==> config.mk <==
export PLATFORM = sky130hd
export DESIGN_NAME = xmpl_stone_drv
export DESIGN_NICKNAME = d
export VERILOG_FILES = /design/src/rtl/xmpl_stone_drv.sv
export SDC_FILE = /design/constraint.sdc
export NUM_CORES = 1
export LEC_CHECK = 0
export ABC_AREA = 0
export CAP_MARGIN = 20
export CORE_MARGIN = 2
export CORE_UTILIZATION = 30
export DETAILED_ROUTE_END_ITERATION = 10
export PLACE_DENSITY = 0.51
export SYNTH_ARGS = -nofsm -noshare
export SYNTH_HDL_FRONTEND = slang
export SYNTH_SLANG_ARGS = --single-unit
==> constraint.sdc <==
create_clock -name clk_i -period 3.1 [get_ports clk_i]
set_clock_uncertainty 0.05 [all_clocks]
set_input_delay 0.62 -clock clk_i [delete_from_list [all_inputs] [get_ports clk_i]]
set_output_delay 0.62 -clock clk_i [all_outputs]
set_load 0.01 [all_outputs]
==> src/rtl/xmpl_stone_drv.sv <==
// ============================================================================
// Module   : xmpl_stone_drv
// Summary  : xmpl_stone initiator. Buffers commands in a FIFO, strobes one
//            command at a time, returns sampled status on a response port.
//            Optional issued-command counter: define XMPL_STONE_DRV_CNT_EN.
// Revision : 1.0 - initial release
// ============================================================================
`default_nettype none

module xmpl_stone_drv #(
  parameter int CMD_DEPTH = 4,
  parameter int RESP_LAT  = 2
`ifdef XMPL_STONE_DRV_CNT_EN
  , parameter int CNT_W   = 16
`endif
) (
  input  logic        clk_i,
  input  logic        reset_i,
  input  logic        cmd_valid_i,
  output logic        cmd_ready_o,
  input  logic [11:0] cmd_addr_i,
  input  logic [31:0] cmd_data_i,
  output logic        xmpl_stone_a_o,
  output logic [11:0] xmpl_stone_b_o,
  output logic [31:0] xmpl_stone_c_o,
  input  logic [31:0] xmpl_stone_status_i,
  output logic        rsp_valid_o,
  input  logic        rsp_ready_i,
  output logic [31:0] rsp_status_o,
  output logic        busy_o
`ifdef XMPL_STONE_DRV_CNT_EN
  , output logic [CNT_W-1:0] cmd_count_o
`endif
);

  localparam int c_ptr_w = $clog2(CMD_DEPTH) + 1;
  localparam int c_lw    = (RESP_LAT > 1) ? $clog2(RESP_LAT) : 1;
  localparam logic [c_lw-1:0] c_lat_m1 = c_lw'(RESP_LAT - 1);

  typedef enum logic [1:0] {
    S_IDLE  = 2'd0,
    S_ISSUE = 2'd1,
    S_WAIT  = 2'd2,
    S_RESP  = 2'd3
  } state_t;

  state_t               r_state, w_state_nxt;
  logic [c_ptr_w-1:0]   r_wr_ptr, r_rd_ptr;
  logic [43:0]          r_mem [CMD_DEPTH];
  logic [c_lw-1:0]      r_cnt, w_cnt_nxt;
  logic                 r_a, r_rsp_valid, w_rsp_valid_nxt;
  logic [11:0]          r_b;
  logic [31:0]          r_c, r_rsp_status;
  logic                 w_full, w_empty, w_push, w_pop, w_capture;

  // Extra MSB on each pointer distinguishes full from empty at equal index.
  assign w_empty = (r_wr_ptr == r_rd_ptr);
  assign w_full  = (r_wr_ptr[c_ptr_w-1] != r_rd_ptr[c_ptr_w-1]) &&
                   (r_wr_ptr[c_ptr_w-2:0] == r_rd_ptr[c_ptr_w-2:0]);
  assign w_push  = cmd_valid_i && !w_full;

  always_comb begin
    w_state_nxt     = r_state;
    w_pop           = 1'b0;
    w_capture       = 1'b0;
    w_cnt_nxt       = r_cnt;
    w_rsp_valid_nxt = r_rsp_valid;
    case (r_state)
      S_IDLE: begin
        if (!w_empty) begin
          w_pop       = 1'b1;
          w_state_nxt = S_ISSUE;
        end
      end
      S_ISSUE: begin
        w_cnt_nxt   = c_lat_m1;
        w_state_nxt = S_WAIT;
      end
      S_WAIT: begin
        if (r_cnt == '0) begin
          w_capture       = 1'b1;
          w_rsp_valid_nxt = 1'b1;
          w_state_nxt     = S_RESP;
        end else begin
          w_cnt_nxt = r_cnt - 1'b1;
        end
      end
      S_RESP: begin
        if (rsp_ready_i) begin
          w_rsp_valid_nxt = 1'b0;
          w_state_nxt     = S_IDLE;
        end
      end
      default: w_state_nxt = S_IDLE;
    endcase
  end

  always_ff @(posedge clk_i) begin
    if (reset_i) begin
      r_state <= S_IDLE;
    end else begin
      r_state <= w_state_nxt;
    end
  end

  // Storage carries no reset; only the pointers define valid contents.
  always_ff @(posedge clk_i) begin
    if (w_push) begin
      r_mem[r_wr_ptr[c_ptr_w-2:0]] <= {cmd_addr_i, cmd_data_i};
    end
  end

  always_ff @(posedge clk_i) begin
    if (reset_i) begin
      r_wr_ptr     <= '0;
      r_rd_ptr     <= '0;
      r_cnt        <= '0;
      r_a          <= 1'b0;
      r_b          <= '0;
      r_c          <= '0;
      r_rsp_valid  <= 1'b0;
      r_rsp_status <= '0;
    end else begin
      if (w_push) r_wr_ptr <= r_wr_ptr + 1'b1;
      if (w_pop) begin
        r_rd_ptr <= r_rd_ptr + 1'b1;
        {r_b, r_c} <= r_mem[r_rd_ptr[c_ptr_w-2:0]];
      end
      // A pop always leads into the single ISSUE cycle, so the strobe tracks it.
      r_a         <= w_pop;
      r_cnt       <= w_cnt_nxt;
      r_rsp_valid <= w_rsp_valid_nxt;
      if (w_capture) r_rsp_status <= xmpl_stone_status_i;
    end
  end

`ifdef XMPL_STONE_DRV_CNT_EN
  logic [CNT_W-1:0] r_cmd_count;

  always_ff @(posedge clk_i) begin
    if (reset_i) begin
      r_cmd_count <= '0;
    end else if (r_state == S_ISSUE) begin
      r_cmd_count <= r_cmd_count + 1'b1;
    end
  end

  assign cmd_count_o = r_cmd_count;
`endif

  assign cmd_ready_o    = !w_full;
  assign xmpl_stone_a_o = r_a;
  assign xmpl_stone_b_o = r_b;
  assign xmpl_stone_c_o = r_c;
  assign rsp_valid_o    = r_rsp_valid;
  assign rsp_status_o   = r_rsp_status;
  assign busy_o         = (r_state != S_IDLE) || !w_empty;

endmodule

`default_nettype wire

== Word level (Yosys, flattened, before mapping) ==
Memory sizes are Yosys's and may differ from the RTL's. A register that Yosys moved wholly into a read port is not among the register bits.
Cells that the tools add are included.
Widths: inputs -> output; s select.

* $add $sub $neg: 3
* Equality and inequality tests: 9
* Multiplexer cells: 15
* Reductions and logical operators: 11

{| class="wikitable"
|+ Operators by type and width
! cell !! count
|-
| $mux 1 || 9
|-
| $pmux 2 s4 || 1
|-
| $add 3x1->3 const B || 2
|-
| $mux 2 || 3
|-
| $ne 2x2->1 const B || 3
|-
| $reduce_and 3->1 || 2
|-
| $reduce_bool 2->1 || 3
|-
| $eq 2x2->1 const B || 2
|-
| $pmux 1 s2 || 2
|-
| $eq 3x3->1 || 1
|-
| $eq 2x1->1 const B || 1
|-
| $eq 2x2->1 || 1
|-
| $logic_and 1x1->1 || 2
|-
| $logic_not 1->1 || 2
|-
| $logic_not 2->1 || 1
|-
| $logic_or 1x1->1 || 1
|-
| $ne 1x1->1 || 1
|-
| $sub 1x1->1 const B || 1
|}

* Flip-flop bits (word level): 43
* Memory bits (writable): 176
* Input bits: 80
* Output and inout bits: 80
* Logic and storage cells: 46
* Memories: 1

{| class="wikitable"
|+ Memory list
! name !! depth !! width !! rd ports !! clocked after Yosys merged registers in !! wr ports !! RTL line !! text
|-
| r_mem || 4 || 44 || 1 || 1 || 1 || 49 || <nowiki>logic [43:0] r_mem [CMD_DEPTH];</nowiki>
|}

== Longest topological paths before layout ==
Gate-level depths: netlist (run 1).

* Word-level depth: 6
* Gate-level depth with buffers: 7
* Depth with buffers taken out: 5

== Worst setup path before layout (run 1) ==
Ideal clock, no wire load.

* Kind: reg-to-reg
* Start point: register r_rd_ptr[0]
* End point: memory r_mem[0][0], enable pin
* Library setup time: 0.406 ns
* Arrival: 2.060 ns
* Data required time: 2.644 ns
* Slack: 0.585 ns
* Cell stages (with the launch flop): 5
* Path buffers: 1
* Period minus slack after synthesis: 2.515 ns
* Path through: dfxtp_1 > buf_6 > xor2_4 > o31a_1 > and2_1

* Word-level cells in the longest chain between the ends: 6

{| class="wikitable"
|+ RTL lines
! what !! RTL line !! text
|-
| start, declared || 48 || <nowiki>logic [c_ptr_w-1:0] r_wr_ptr, r_rd_ptr;</nowiki>
|-
| start signal, assigned || 126 || <nowiki>r_rd_ptr <= r_rd_ptr + 1'b1;</nowiki>
|-
| $eq 2x2->1 || 59 || <nowiki>(r_wr_ptr[c_ptr_w-2:0] == r_rd_ptr[c_ptr_w-2:0]);</nowiki>
|-
| $logic_and 1x1->1 || 58 || <nowiki>assign w_full = (r_wr_ptr[c_ptr_w-1] != r_rd_ptr[c_ptr_w-1]) &&</nowiki>
|-
| $logic_not 1->1 || 60 || <nowiki>assign w_push = cmd_valid_i && !w_full;</nowiki>
|-
| $logic_and 1x1->1 || 60 ||
|-
| $mux 1 || 108 || <nowiki>if (w_push) begin</nowiki>
|-
| $mux 1 (implied by the code) || 109 || <nowiki>r_mem[r_wr_ptr[c_ptr_w-2:0]] <= {cmd_addr_i, cmd_data_i};</nowiki>
|-
| end, declared || 49 ||
|}

Every way passes these cells.

== Final worst setup path (run 1) ==
* Start point: register r_wr_ptr[0]
* End point: output port busy_o

* Word-level cells in the longest chain between the ends: 3

{| class="wikitable"
|+ RTL lines
! what !! RTL line !! text
|-
| start, declared || 48 ||
|-
| start signal, assigned || 124 || <nowiki>if (w_push) r_wr_ptr <= r_wr_ptr + 1'b1;</nowiki>
|-
| $eq 3x3->1 || 57 || <nowiki>assign w_empty = (r_wr_ptr == r_rd_ptr);</nowiki>
|-
| $logic_not 1->1 || 157 || <nowiki>assign busy_o = (r_state != S_IDLE) || !w_empty;</nowiki>
|-
| $logic_or 1x1->1 || 157 ||
|-
| end, declared || 30 || <nowiki>output logic busy_o</nowiki>
|}

Every way passes these cells.

==> metrics, run 1 <==
outcome=complete, no violations; Synth Warn #=0; remaining antenna violation count=0; crit start category=flip-flop; hold endpoint=rsp_status_o[12]; worst r2r src=r_rd_ptr[0]; post-CTS setup buffers=0; grt total ovfl=0; Area contributors post-synth=edfxtp_1 54%, dfxtp_1 18%, mux4_2 10%; drt pass-1 iters=4; number of standard cells in the final layout excluding fillers=around 1300; CP bufs+invs=1; H-tree depth=1; critical path's largest stage delay=roughly 0.51 ns; Clk Tree Root Cell=clkbuf_16; Via density=roughly 4.4; total track usage=0.120; setup TNS=0 ns; io pins=160; Max Fclk=~360 MHz; placed cell count=roughly 1200; Slowest cell on crit path=clkdlybuf4s50_1; r2r worst-path depth=4; worst hold path type=flip-flop to flip-flop; cells along the critical path=xor2_4 -> nor3_1 -> nand2_1 -> clkdlybuf4s50_1; Final period util=0.897; synth-to-layout area growth=30.6%; clock slew at reported path FFs=~0.05 ns; Initial Utilization=0.303; WL/cell=about 16 microns; min Tclk post-route=around 2.8 ns; WS Path Type=flip-flop to output port; initial antenna violation count=1; Worst-Margin Slew=roughly 0.95 ns; CP top delay family=buffers and inverters; FP Rows=66; clk_lat worst skew=0.52 ns; Clock Sinks=between 200 and 300; max-cap violations=0; nets@finish=just under 900; drt first-iter violations=between 200 and 300; dpl cell area=between 10000 and 15000 sq um; Total Power=10.6 mW; top cell type by total area after synthesis=edfxtp_1; TritonCTS clock tree=done; GPL Wtd Cong=0.675; Synth Instances=about 630; Post-Syn Area=9850 sq um; total number of vias=5531; Max FO, Critical Path=6; Worst Path Arrival=2.11 ns; DP HPWL=between 10000 and 15000 microns; commonest non-fill, non-tap cell in the layout=edfxtp_1; Slew Viols, Final=0; Worst Setup End Kind=output port; RR Endpoint=xmpl_stone_c_o[31]; highest-count cells in the layout ignoring fill and taps=176 x edfxtp_1, 158 x clkdlybuf4s50_1, 127 x nand2_1, 85 x dfxtp_1, 48 x a21oi_1; Placeable Area=32500 sq um; largest net degree at the start of global routing=56; RSZ-0062 raised after global routing=no; share of post-route cells with drive strength above 1=0.207; Post-CTS Hold Buffers=0; Bufs on Longest Clock Path=3; Num CTS Buffers=29; first-pass GRT wire length=approximately 32000 microns; hold_ws=0.402 ns; post-synth cell types=34; I/O Buffers=~160; wirelength, routed=approximately 21000 microns; final setup vio count=0; register area share after synthesis=0.714; Hold Startpoint=rsp_status_o[12]; die width=~190 microns; Leak=between 4 and 5 nW; reg2reg setup slack=approximately 0.98 ns; final hold violations=0; Post-CTS Resized=0; VDD IR max=0.384 mV; WHS Path Cells=2; Die H=about 190 microns; syn_nets=slightly above 700; Mean Syn Cell Area=15.6 sq um; cell area after layout=between 10000 and 15000 sq um; DRC viols=0; Pwr per Cell Area=825 nW/um^2; Crit path required time=2.43 ns; Worst slew margin=0.369; synthesized flop and latch total=263; Synth top area share=0.537; full die area=34300 sq um; vias in the first global route=approximately 5500
report_power, final:
group	internal [mW]	total [mW]	switching, mW
sequential	4.23	4.47	0.249
combinational	1.39	2.86	1.47
clock	1.97	3.27	1.30
total	7.58	10.6	3.02
through the flow:
step                      worst slack [ns]   util
after floorplan                      0.585      -
after global placement               0.787  0.368
after detailed placement             0.771  0.368
after CTS                            0.277  0.396
after global routing                 0.171  0.396
final                                0.321  0.396
worst max path at each step:
stage                     start      endpoint  cells after the start
floorplan           r_rd_ptr[0]   r_mem[0][0]                      4
CTS                 r_wr_ptr[0]        busy_o                      4
finish              r_wr_ptr[0]        busy_o                      4
detailed placement  cmd_valid_i  r_mem[0][43]                      4
global placement    cmd_valid_i  r_mem[0][43]                      4
global route        r_wr_ptr[0]        busy_o                      4
layout make-up:
cell class              count  area, sq um
fillers                  3050        19600
well taps                 442          553
repair buffers            174         1750
multi-input cells         326         2580
inverters                   6         22.5
clock buffers              36          762
clock inverters            16          145
flip-flops and latches    263         7030
diodes                      1         2.50
worst min-delay path: cells and delay by family (launching register included):
kind / cells / cell delay [ns]
and+or+nand+nor: 1 / 0.05
AOI/OAI and AO/OA: 1 / 0.05
DFF: 1 / 0.30
routing by layer:
layer,track usage,wire length (microns)
met2,0.199,9730
met5,0,0
met1,0.160,9410
met3,0.0263,1290
met4,0.0289,376
cell families (layout without fill, tap and decap cells):
family | count (synthesis) | after routing | synth area share
XOR/XNOR | 7 | 7 | 0.0100
AO/OA/AOI/OAI | 88 | 88 | 0.0607
flip-flops | 263 | 263 | 0.714
other | 0 | 1 | 0
multiplexers | 46 | 46 | 0.103
buffers and inverters | 43 | 232 | 0.0248
adder cells (fa/ha/maj) | 8 | 8 | 0.0102
AND/OR/NAND/NOR | 177 | 177 | 0.0779
sequential cells by signal, summed over array words and instances (netlist names), 2 cells and up:
register,count
r_mem,176
r_wr_ptr,3
xmpl_stone_b_o,12
r_rd_ptr,3
xmpl_stone_c_o,32
rsp_status_o,32
r_state,2
cell usage after synthesis (all sizes together):
cell type / instances
nor2: 8
o311ai: 1
edfxtp: 176
mux2i: 2
xor2: 4
o31ai: 1
ha: 8
o21a: 1
mux4: 44
a221oi: 1
a22oi: 1
a211oi: 1
inv: 6
nand2b: 3
dfxtp: 87
o21ai: 2
o31a: 2
a21oi: 78
nor2b: 2
xnor2: 3
clkbuf: 19
nor3: 2
nand2: 157
and2: 3
or3: 2
buf: 18
(Power assumes the default switching activity.)
==> run 2: changes to the inputs <==
Clock period 3.1 ns to 2.69 ns, I/O delays scaled along.
==> run 2 against run 1 <==
Effect of this change: final area increased by 1.0%; register-to-register slack worse by 0.42 ns; sequential share of layout area fell by 0.53 points; largest power group unchanged; die area stayed put; total power grew 17%; largest cell class unchanged.
==> metrics, run 2 (synthesis gave the netlist of run 1 again) <==
outcome=complete, no violations; Initial Utilization=0.303; reg2reg setup slack=approximately 0.56 ns; Clock Sinks=around 260; full die area=~34000 sq um; post-CTS setup buffers=0; Pwr per Cell Area=about 960 nW/um^2; Bufs on Longest Clock Path=3; ant diodes=0; Clk pwr share=0.315; clk_lat worst skew=~0.55 ns; Max FO, Critical Path=6; min Tclk post-route=~2.6 ns; Slowest cell on crit path=clkdlybuf4s50_1; WL/cell=17.1 microns; Worst-Margin Slew=just under 1 ns; max FFs per register=about 180; Worst Setup End Kind=output port; critical path's largest stage delay=around 0.52 ns; Worst slew margin=0.351; drt pass-1 iters=6; P_sw=between 3 and 4 mW; nets@finish=between 800 and 900; share of post-route cells with drive strength above 1=0.222; io pins=between 150 and 200; Crit path required time=around 2.1 ns; cells along the critical path=xor2_4 -> or3_1 -> clkdlybuf4s50_1; RR Endpoint=xmpl_stone_b_o[7]; r2r worst-path depth=4; wirelength, routed=between 20000 and 25000 microns; GPL Wtd Cong=0.674; largest net degree at the start of global routing=47; TritonCTS clock tree=done; max-cap violations=0; worst hold path type=flip-flop to flip-flop; Leak=approximately 4.2 nW; FP Rows=66; DP HPWL=between 10000 and 15000 microns; die width=approximately 190 microns; hold endpoint=rsp_status_o[7]; WS Path Type=flip-flop to output port; dpl cell area=12000 sq um; Num CTS Buffers=29; Comb power frac=0.270; commonest non-fill, non-tap cell in the layout=edfxtp_1; Final period util=0.965; H-tree depth=1; Post-CTS Hold Buffers=0; Post-CTS Resized=4; RSZ-0062 raised after global routing=no; total number of vias=between 5000 and 6000; number of standard cells in the final layout excluding fillers=approximately 1300; grt total ovfl=0; Worst Path Arrival=about 2 ns; final hold violations=0; DRC viols=0; remaining antenna violation count=0; first-pass GRT wire length=approximately 33000 microns; setup TNS=0 ns; Die H=185 microns; highest-count cells in the layout ignoring fill and taps=176 x edfxtp_1, 158 x clkdlybuf4s50_1, 127 x nand2_1, 83 x dfxtp_1, 48 x a21oi_1; initial antenna violation count=0; final setup vio count=0; Placeable Area=~32000 sq um; Slew Viols, Final=0; drt first-iter violations=330; power share of the sequential group=0.416; crit start category=flip-flop; Via density=roughly 4.4; Finished Core Util=0.400; clock slew at reported path FFs=0.06 ns; I/O Buffers=approximately 160; Switching Share=0.292; Max Fclk=385 MHz; vias in the first global route=about 5700; placed cell count=about 1200; cell area after layout=about 13000 sq um; internal power=8.81 mW; synth-to-layout area growth=31.9%; Clk Tree Root Cell=clkbuf_16; VDD IR max=0.497 mV; WHS Path Cells=2; worst r2r src=r_rd_ptr[0]; Hold Startpoint=rsp_status_o[7]; total track usage=0.126
==> run 2: metrics by stage <==
step | hold WS (ns) | power [mW] | setup WS [ns]
after floorplan | 0.419 | 7.28 | 0.175
after CTS | 0.405 | 12.7 | 0.0622
after detailed placement | 0.396 | 8.70 | 0.410
after global routing | 0.420 | 13.1 | 0.00549
after global placement | 0.391 | 8.69 | 0.412
final | 0.402 | 12.4 | 0.0932
==> run 2: worst max path at each step <==
stage                      startpoint      endpoint  slack (ns)  cells after the start
after floorplan           r_rd_ptr[0]   r_mem[0][0]        0.17                      4
after global placement    cmd_valid_i  r_mem[2][25]        0.41                      4
after detailed placement  cmd_valid_i  r_mem[2][32]        0.41                      4
after CTS                 r_rd_ptr[1]   cmd_ready_o        0.06                      3
after global routing      r_rd_ptr[2]        busy_o       0.005                      4
final                     r_rd_ptr[1]   cmd_ready_o        0.09                      3
==> run 2: layout make-up <==
cell class	count	area (sq um)
clock buffer	36	762
clock inverter	18	186
fill	3024	19500
inverter	6	22.5
multi-input combinational	326	2590
sequential	263	7040
tap	442	553
timing repair buffer	176	1830
==> run 2: power by group through the flow <==
stage / registers (mW) / clock network [mW] / logic [mW]
after floorplan: 5.37 / 0 / 1.91
after global placement: 5.26 / 0 / 3.44
after detailed placement: 5.26 / 0 / 3.44
after CTS: 5.18 / 4.04 / 3.46
after global routing: 5.23 / 4.20 / 3.70
final: 5.17 / 3.92 / 3.35
==> run 2: critical path, delay by kind of cell, from the launching register on <==
kind / cells / cell delay, ns
simple gates: 1 / 0.38
flops: 1 / 0.36
buf+inv: 1 / 0.52
xor+xnor: 1 / 0.21
==> run 2: routing by layer <==
metal	global-route usage	part of all wire	vias up
li1	-	-	2649
met1	0.171	0.46	2696
met2	0.206	0.47	160
met3	0.0263	0.057	30
met4	0.0327	0.019	0
met5	0	0	-
